File: src/rtl/apb_ecc_stimulus_driver.sv
// APB master writing one ECC job (DATA_IN, CODEWORD_WIDTH, NOISE, CTRL) and returning the DUT result; APB_READBACK_EN adds register readback.
// Latency: accept at cycle 0, CTRL access at 8, earliest rsp_valid at 10 (16 with readback); timeout after TIMEOUT_CYCLES wait cycles.
// Backpressure: req_ready only in IDLE; no PREADY, every APB access completes in one cycle.
module apb_ecc_stimulus_driver #(
    parameter int          DATA_WIDTH      = 32,
    parameter int          AMBA_ADDR_WIDTH = 20,
    parameter int          AMBA_WORD       = 32,
    parameter int unsigned BASE_ADDR       = 0,
    parameter int          TIMEOUT_CYCLES  = 16
) (
    input  logic                       clk,
    input  logic                       rst,
    input  logic                       req_valid,
    output logic                       req_ready,
    input  logic [1:0]                 req_ctrl,
    input  logic [AMBA_WORD-1:0]       req_data,
    input  logic [1:0]                 req_width,
    input  logic [AMBA_WORD-1:0]       req_noise,
    output logic [AMBA_ADDR_WIDTH-1:0] PADDR,
    output logic [AMBA_WORD-1:0]       PWDATA,
    output logic                       PSEL,
    output logic                       PENABLE,
    output logic                       PWRITE,
    input  logic [AMBA_WORD-1:0]       PRDATA,
    input  logic [DATA_WIDTH-1:0]      data_out,
    input  logic                       operation_done,
    input  logic [1:0]                 num_of_errors,
    output logic                       rsp_valid,
    output logic [DATA_WIDTH-1:0]      rsp_data,
    output logic [1:0]                 rsp_num_errors,
    output logic                       rsp_timeout,
    output logic                       rsp_rb_err,
    output logic                       busy
);

    localparam logic [2:0] IDLE      = 3'd0;
    localparam logic [2:0] SETUP     = 3'd1;
    localparam logic [2:0] ACCESS    = 3'd2;
    localparam logic [2:0] WAIT_DONE = 3'd3;
    localparam logic [2:0] RESP      = 3'd4;
    localparam logic [2:0] RB_SETUP  = 3'd5;
    localparam logic [2:0] RB_ACCESS = 3'd6;

    localparam int CNT_W = $clog2(TIMEOUT_CYCLES + 1);
    localparam logic [CNT_W-1:0] CNT_LAST = CNT_W'(TIMEOUT_CYCLES);

    localparam logic [AMBA_ADDR_WIDTH-1:0] BASE        = AMBA_ADDR_WIDTH'(BASE_ADDR);
    localparam logic [AMBA_ADDR_WIDTH-1:0] ADDR_CTRL   = BASE;
    localparam logic [AMBA_ADDR_WIDTH-1:0] ADDR_DATA   = BASE + AMBA_ADDR_WIDTH'(4);
    localparam logic [AMBA_ADDR_WIDTH-1:0] ADDR_WIDTH  = BASE + AMBA_ADDR_WIDTH'(8);
    localparam logic [AMBA_ADDR_WIDTH-1:0] ADDR_NOISE  = BASE + AMBA_ADDR_WIDTH'(12);

    logic [2:0]           state;
    logic [1:0]           idx;
    logic [1:0]           lat_ctrl;
    logic [AMBA_WORD-1:0] lat_data;
    logic [1:0]           lat_width;
    logic [AMBA_WORD-1:0] lat_noise;
    logic [CNT_W-1:0]     wait_cnt;

    logic [AMBA_WORD-1:0]       idx_val;
    logic [AMBA_ADDR_WIDTH-1:0] idx_addr;

    // The write index selects both the register and its value; readback reuses it for indices 0..2.
    always_comb begin
        idx_val  = AMBA_WORD'(lat_ctrl);
        idx_addr = ADDR_CTRL;
        case (idx)
            2'd0: begin
                idx_val  = lat_data;
                idx_addr = ADDR_DATA;
            end
            2'd1: begin
                idx_val  = AMBA_WORD'(lat_width);
                idx_addr = ADDR_WIDTH;
            end
            2'd2: begin
                idx_val  = lat_noise;
                idx_addr = ADDR_NOISE;
            end
            default: begin
                idx_val  = AMBA_WORD'(lat_ctrl);
                idx_addr = ADDR_CTRL;
            end
        endcase
    end

    always_comb begin
        PSEL    = 1'b0;
        PENABLE = 1'b0;
        PWRITE  = 1'b0;
        PADDR   = '0;
        PWDATA  = '0;
        case (state)
            SETUP, ACCESS: begin
                PSEL    = 1'b1;
                PENABLE = (state == ACCESS);
                PWRITE  = 1'b1;
                PADDR   = idx_addr;
                PWDATA  = idx_val;
            end
            RB_SETUP, RB_ACCESS: begin
                PSEL    = 1'b1;
                PENABLE = (state == RB_ACCESS);
                PADDR   = idx_addr;
            end
            default: ;
        endcase
    end

    assign req_ready = (state == IDLE);
    assign busy      = (state != IDLE);
    assign rsp_valid = (state == RESP);

`ifdef APB_READBACK_EN
    logic rb_err;
    logic rsp_rb_err_q;
    assign rsp_rb_err = rsp_rb_err_q;
`else
    logic unused_prdata;
    assign unused_prdata = ^PRDATA;
    assign rsp_rb_err    = 1'b0;
`endif

    always_ff @(posedge clk) begin
        if (rst) begin
            state          <= IDLE;
            idx            <= '0;
            lat_ctrl       <= '0;
            lat_data       <= '0;
            lat_width      <= '0;
            lat_noise      <= '0;
            wait_cnt       <= '0;
            rsp_data       <= '0;
            rsp_num_errors <= '0;
            rsp_timeout    <= 1'b0;
`ifdef APB_READBACK_EN
            rb_err         <= 1'b0;
            rsp_rb_err_q   <= 1'b0;
`endif
        end else begin
            case (state)
                IDLE: begin
                    if (req_valid) begin
                        lat_ctrl  <= req_ctrl;
                        lat_data  <= req_data;
                        lat_width <= req_width;
                        lat_noise <= req_noise;
                        idx       <= '0;
`ifdef APB_READBACK_EN
                        rb_err    <= 1'b0;
`endif
                        state     <= SETUP;
                    end
                end
                SETUP: state <= ACCESS;
                ACCESS: begin
                    if (idx == 2'd3) begin
                        wait_cnt <= CNT_W'(1);
                        state    <= WAIT_DONE;
`ifdef APB_READBACK_EN
                    end else if (idx == 2'd2) begin
                        idx   <= '0;
                        state <= RB_SETUP;
`endif
                    end else begin
                        idx   <= idx + 2'd1;
                        state <= SETUP;
                    end
                end
`ifdef APB_READBACK_EN
                RB_SETUP: state <= RB_ACCESS;
                RB_ACCESS: begin
                    if (PRDATA != idx_val) begin
                        rb_err <= 1'b1;
                    end
                    if (idx == 2'd2) begin
                        idx   <= 2'd3;
                        state <= SETUP;
                    end else begin
                        idx   <= idx + 2'd1;
                        state <= RB_SETUP;
                    end
                end
`endif
                WAIT_DONE: begin
                    // Completion takes priority over a timeout landing on the same cycle.
                    if (operation_done) begin
                        rsp_data       <= data_out;
                        rsp_num_errors <= num_of_errors;
                        rsp_timeout    <= 1'b0;
`ifdef APB_READBACK_EN
                        rsp_rb_err_q   <= rb_err;
`endif
                        state          <= RESP;
                    end else if (wait_cnt == CNT_LAST) begin
                        rsp_data       <= '0;
                        rsp_num_errors <= '0;
                        rsp_timeout    <= 1'b1;
`ifdef APB_READBACK_EN
                        rsp_rb_err_q   <= rb_err;
`endif
                        state          <= RESP;
                    end else begin
                        wait_cnt <= wait_cnt + 1'b1;
                    end
                end
                RESP:    state <= IDLE;
                default: state <= IDLE;
            endcase
        end
    end

endmodule

File: config.mk
export PLATFORM = sky130hd
export DESIGN_NAME = apb_ecc_stimulus_driver
export DESIGN_NICKNAME = d
export VERILOG_FILES = /design/src/rtl/apb_ecc_stimulus_driver.sv
export SDC_FILE = /design/constraint.sdc
export NUM_CORES = 1
export LEC_CHECK = 0
export BUFFER_PORTS_ARGS = -buffer_cell sky130_fd_sc_hd__buf_2
export CORE_MARGIN = 8
export CORE_UTILIZATION = 46
export DETAILED_ROUTE_END_ITERATION = 12
export PLACE_DENSITY = 0.8
export SLEW_MARGIN = 20
export SYNTH_ARGS = -nofsm -noshare
export SYNTH_HDL_FRONTEND = slang
export SYNTH_SLANG_ARGS = --single-unit
export TNS_END_PERCENT = 30
File: constraint.sdc
create_clock -name clk -period 2.3 [get_ports clk]
set_clock_uncertainty 0.15 [all_clocks]
set_input_delay 0.345 -clock clk [delete_from_list [all_inputs] [get_ports clk]]
set_output_delay 0.345 -clock clk [all_outputs]
set_load 0.01 [all_outputs]
==> impl_metrics.toml <==
[sta]
fin_ws_ns = -0.0559
drv_slew = 0
tightest_slew_ns = 0.601
hold_ws_ns = 0.111
setup_viol = 4
min_period_over_period = 1.02
fin_crit_ns = 2.36
rsz0062_at_grt = "true"
setup_tns_ns = -0.152
max_freq_mhz = 424
maxSlewHeadroom = 0.599
finalHoldViolCount = 0

[global_route]
antenna_found_initial = 1
grt_use_total = 0.226
grt_max_degree = 69
first_global_vias = 5343
grt_pass1_wl_um = 26100
grt_overflow_total = 0

[synthesis]
ys_warn_count = 0
netlist_instances = 595
syn_area_um2 = 4790
yosysUniqueCellTypes = 38
syn_avg_cell_area_um2 = 8.04
yosys_register_bits = 113
ys_seq_area_frac = 0.473

[critical_path]
crit_fanout = 4
slowest_stage = "dfxtp_4"
cpMostUsedCell = "nor2_1"
cp.arrival_ns = 1.86
cp_top_family = "compound AO/OA/AOI/OAI gates"
crit_required_ns = 1.80
critPathKind = "register to output port"
path_cells = "buf_6 -> ha_4 -> a222oi_1 -> nor2_1 -> a21oi_1 -> nor2_1 -> buf_2"
path_buf_inv = 2
slowest_delay_ns = 0.36
endpoint_kind = "output port"
critPathLaunchType = "register"

[drt]
ant_nets = 0
num_vias = 5306
drtPass1Iterations = 5
drt_iter0_markers = 649
drt_drc_violations_left = 0
routedWlPerCell_um = 16.5
via_per_inst = 5.23
finalWirelength_um = 16700

[finish]
nFillCells = 675
fin_cells = 1015
fin_nets = 1009
area_growth_pct = 58.2
drive_above_1_share = 0.311
final_util = 0.740

[power]
powerDensity_nw_per_um2 = 714
p_total_w = 0.00541
vdd_ir_drop_max_mv = 0.429
p_leak_nw = 3.30

[floorplan]
dieWidth_um = 118
start_util = 0.468
dieArea_um2 = 13900
ioPinCount = 232
die-height_um = 118
core_area_um2 = 10200
rows = 37

[clock_network]
clk_pin_slew_ns = 0.05
cts_buffer_depth = 2
worstSkewPairLatency_ns = 0.50
cts_max_level = 4
numCtsBuffers = 17
root_buffer = "clkbuf_8"
cts_tree = "built"
cts.sinks = 113

[run_status]
status = "finished, violations left"
failed_checks = "negative setup slack"

[place]
dpl.hpwl_um = 9540
port_buffers = 180
gp_congestion = 0.771
placed_cells = 874

[run]
drv_cap = 0

[worst_hold_path]
hold_class = "primary input to register"
[per-stage QoR]
step	area (um2)	worst slack, ns
finish	7570	-0.0559
global route	7570	-0.158
CTS	7320	-0.117
detailed placement	5670	0.350
global placement	5670	0.360
floorplan	4850	0.393
[worst min-delay path, stage by stage]
cell and delay (ns):
buf_2 0.16, nor3_2 0.09, nand2_1 0.07, a21oi_1 0.05
[kinds of logic after synthesis]
kind of cell | count (synthesis) | synth area share
other | 1 | 0.000784
buffers and inverters | 77 | 0.0949
adder cells (fa/ha/maj) | 6 | 0.0157
XOR/XNOR | 2 | 0.00366
AND/OR/NAND/NOR | 246 | 0.217
flip-flops | 113 | 0.473
AO/OA/AOI/OAI | 150 | 0.196
[cell type report]
class	count	area [um2]	area share
multi-input cells	423	2290	0.302
flip-flops and latches	113	2280	0.301
repair buffers	304	2230	0.294
clock buffers	21	439	0.0580
well taps	136	170	0.0225
clock inverters	11	138	0.0182
inverters	6	27.5	0.00364
diodes	1	2.50	0.000331
[sequential cells by signal, indices dropped and copies added (netlist names), 2 cells and up]
register        flops
rsp_data           32
state               3
wait_cnt            5
rsp_num_errors      2
idx                 2
lat_data           32
lat_width           2
lat_noise          32
lat_ctrl            2
[worst paths after layout]
check	from	to	depth (start not counted)	slack, ns
max	idx[1]	PWDATA[1]	7	-0.06
min	operation_done	wait_cnt[1]	4	0.11
max reg2reg	wait_cnt[0]	rsp_data[10]	7	0.29
min reg2reg	lat_data[5]	lat_data[5]	2	0.30
[per-layer routing]
layer | wire, um | up-vias | track usage
met1 | 6540 | 2454 | 0.254
met2 | 8300 | 304 | 0.380
met3 | 1580 | 36 | 0.0863
met4 | 319 | 0 | 0.0873
li1 | - | 2512 | -
met5 | 0 | - | 0
[power breakdown]
group | internal [W] | switching [W] | leakage (nW) | total, W
registers | 0.00205 | 0.0000534 | 0.924 | 0.00210
clock network | 0.00167 | 0.000871 | 0.277 | 0.00254
logic | 0.000375 | 0.000396 | 2.10 | 0.000770
total | 0.00409 | 0.00132 | 3.30 | 0.00541
[synthesized netlist by cell type, drive strengths merged]
library cell / instances / area [um2]
a211oi: 1 / 7.51
a21oi: 78 / 390
a222oi: 2 / 20.0
a22oi: 64 / 480
and2: 4 / 25.0
and3b: 2 / 17.5
buf: 42 / 323
clkbuf: 29 / 109
conb: 1 / 3.75
dfxtp: 113 / 2260
ha: 6 / 75.1
inv: 6 / 22.5
nand2: 140 / 526
nand2b: 3 / 18.8
nand3: 3 / 15.0
nand3b: 3 / 26.3
nand4bb: 1 / 11.3
nor2: 78 / 293
nor2b: 1 / 6.26
nor3: 5 / 41.3
nor3b: 1 / 7.51
nor4: 1 / 6.26
nor4b: 2 / 23.8
nor4bb: 1 / 10.0
o21a: 1 / 7.51
o21ai: 2 / 13.8
o31ai: 1 / 7.51
o32ai: 1 / 8.76
or4b: 1 / 10.0
xor2: 2 / 17.5
[layout by cell type (no fill, tap or decap), drive strengths merged, types with 4 or more instances in the layout]
master	n
a22oi	64
nor2	78
buf	200
inv	6
dfxtp	113
nor3	5
ha	6
and2	4
conb	19
clkinv	5
a21oi	78
dlygate4sd3	102
nand2	140
clkbuf	23
[what timing repair did]
action	4_1_cts	5_1_grt
buffers inserted	2	2
gates resized for setup	14	44
setup endpoints to repair	33	32
hold endpoints to repair	102	0
pin swaps	5	14
cloned	0	2
hold buffers	102	0
No activity file was read; power rests on OpenSTA's default activity.
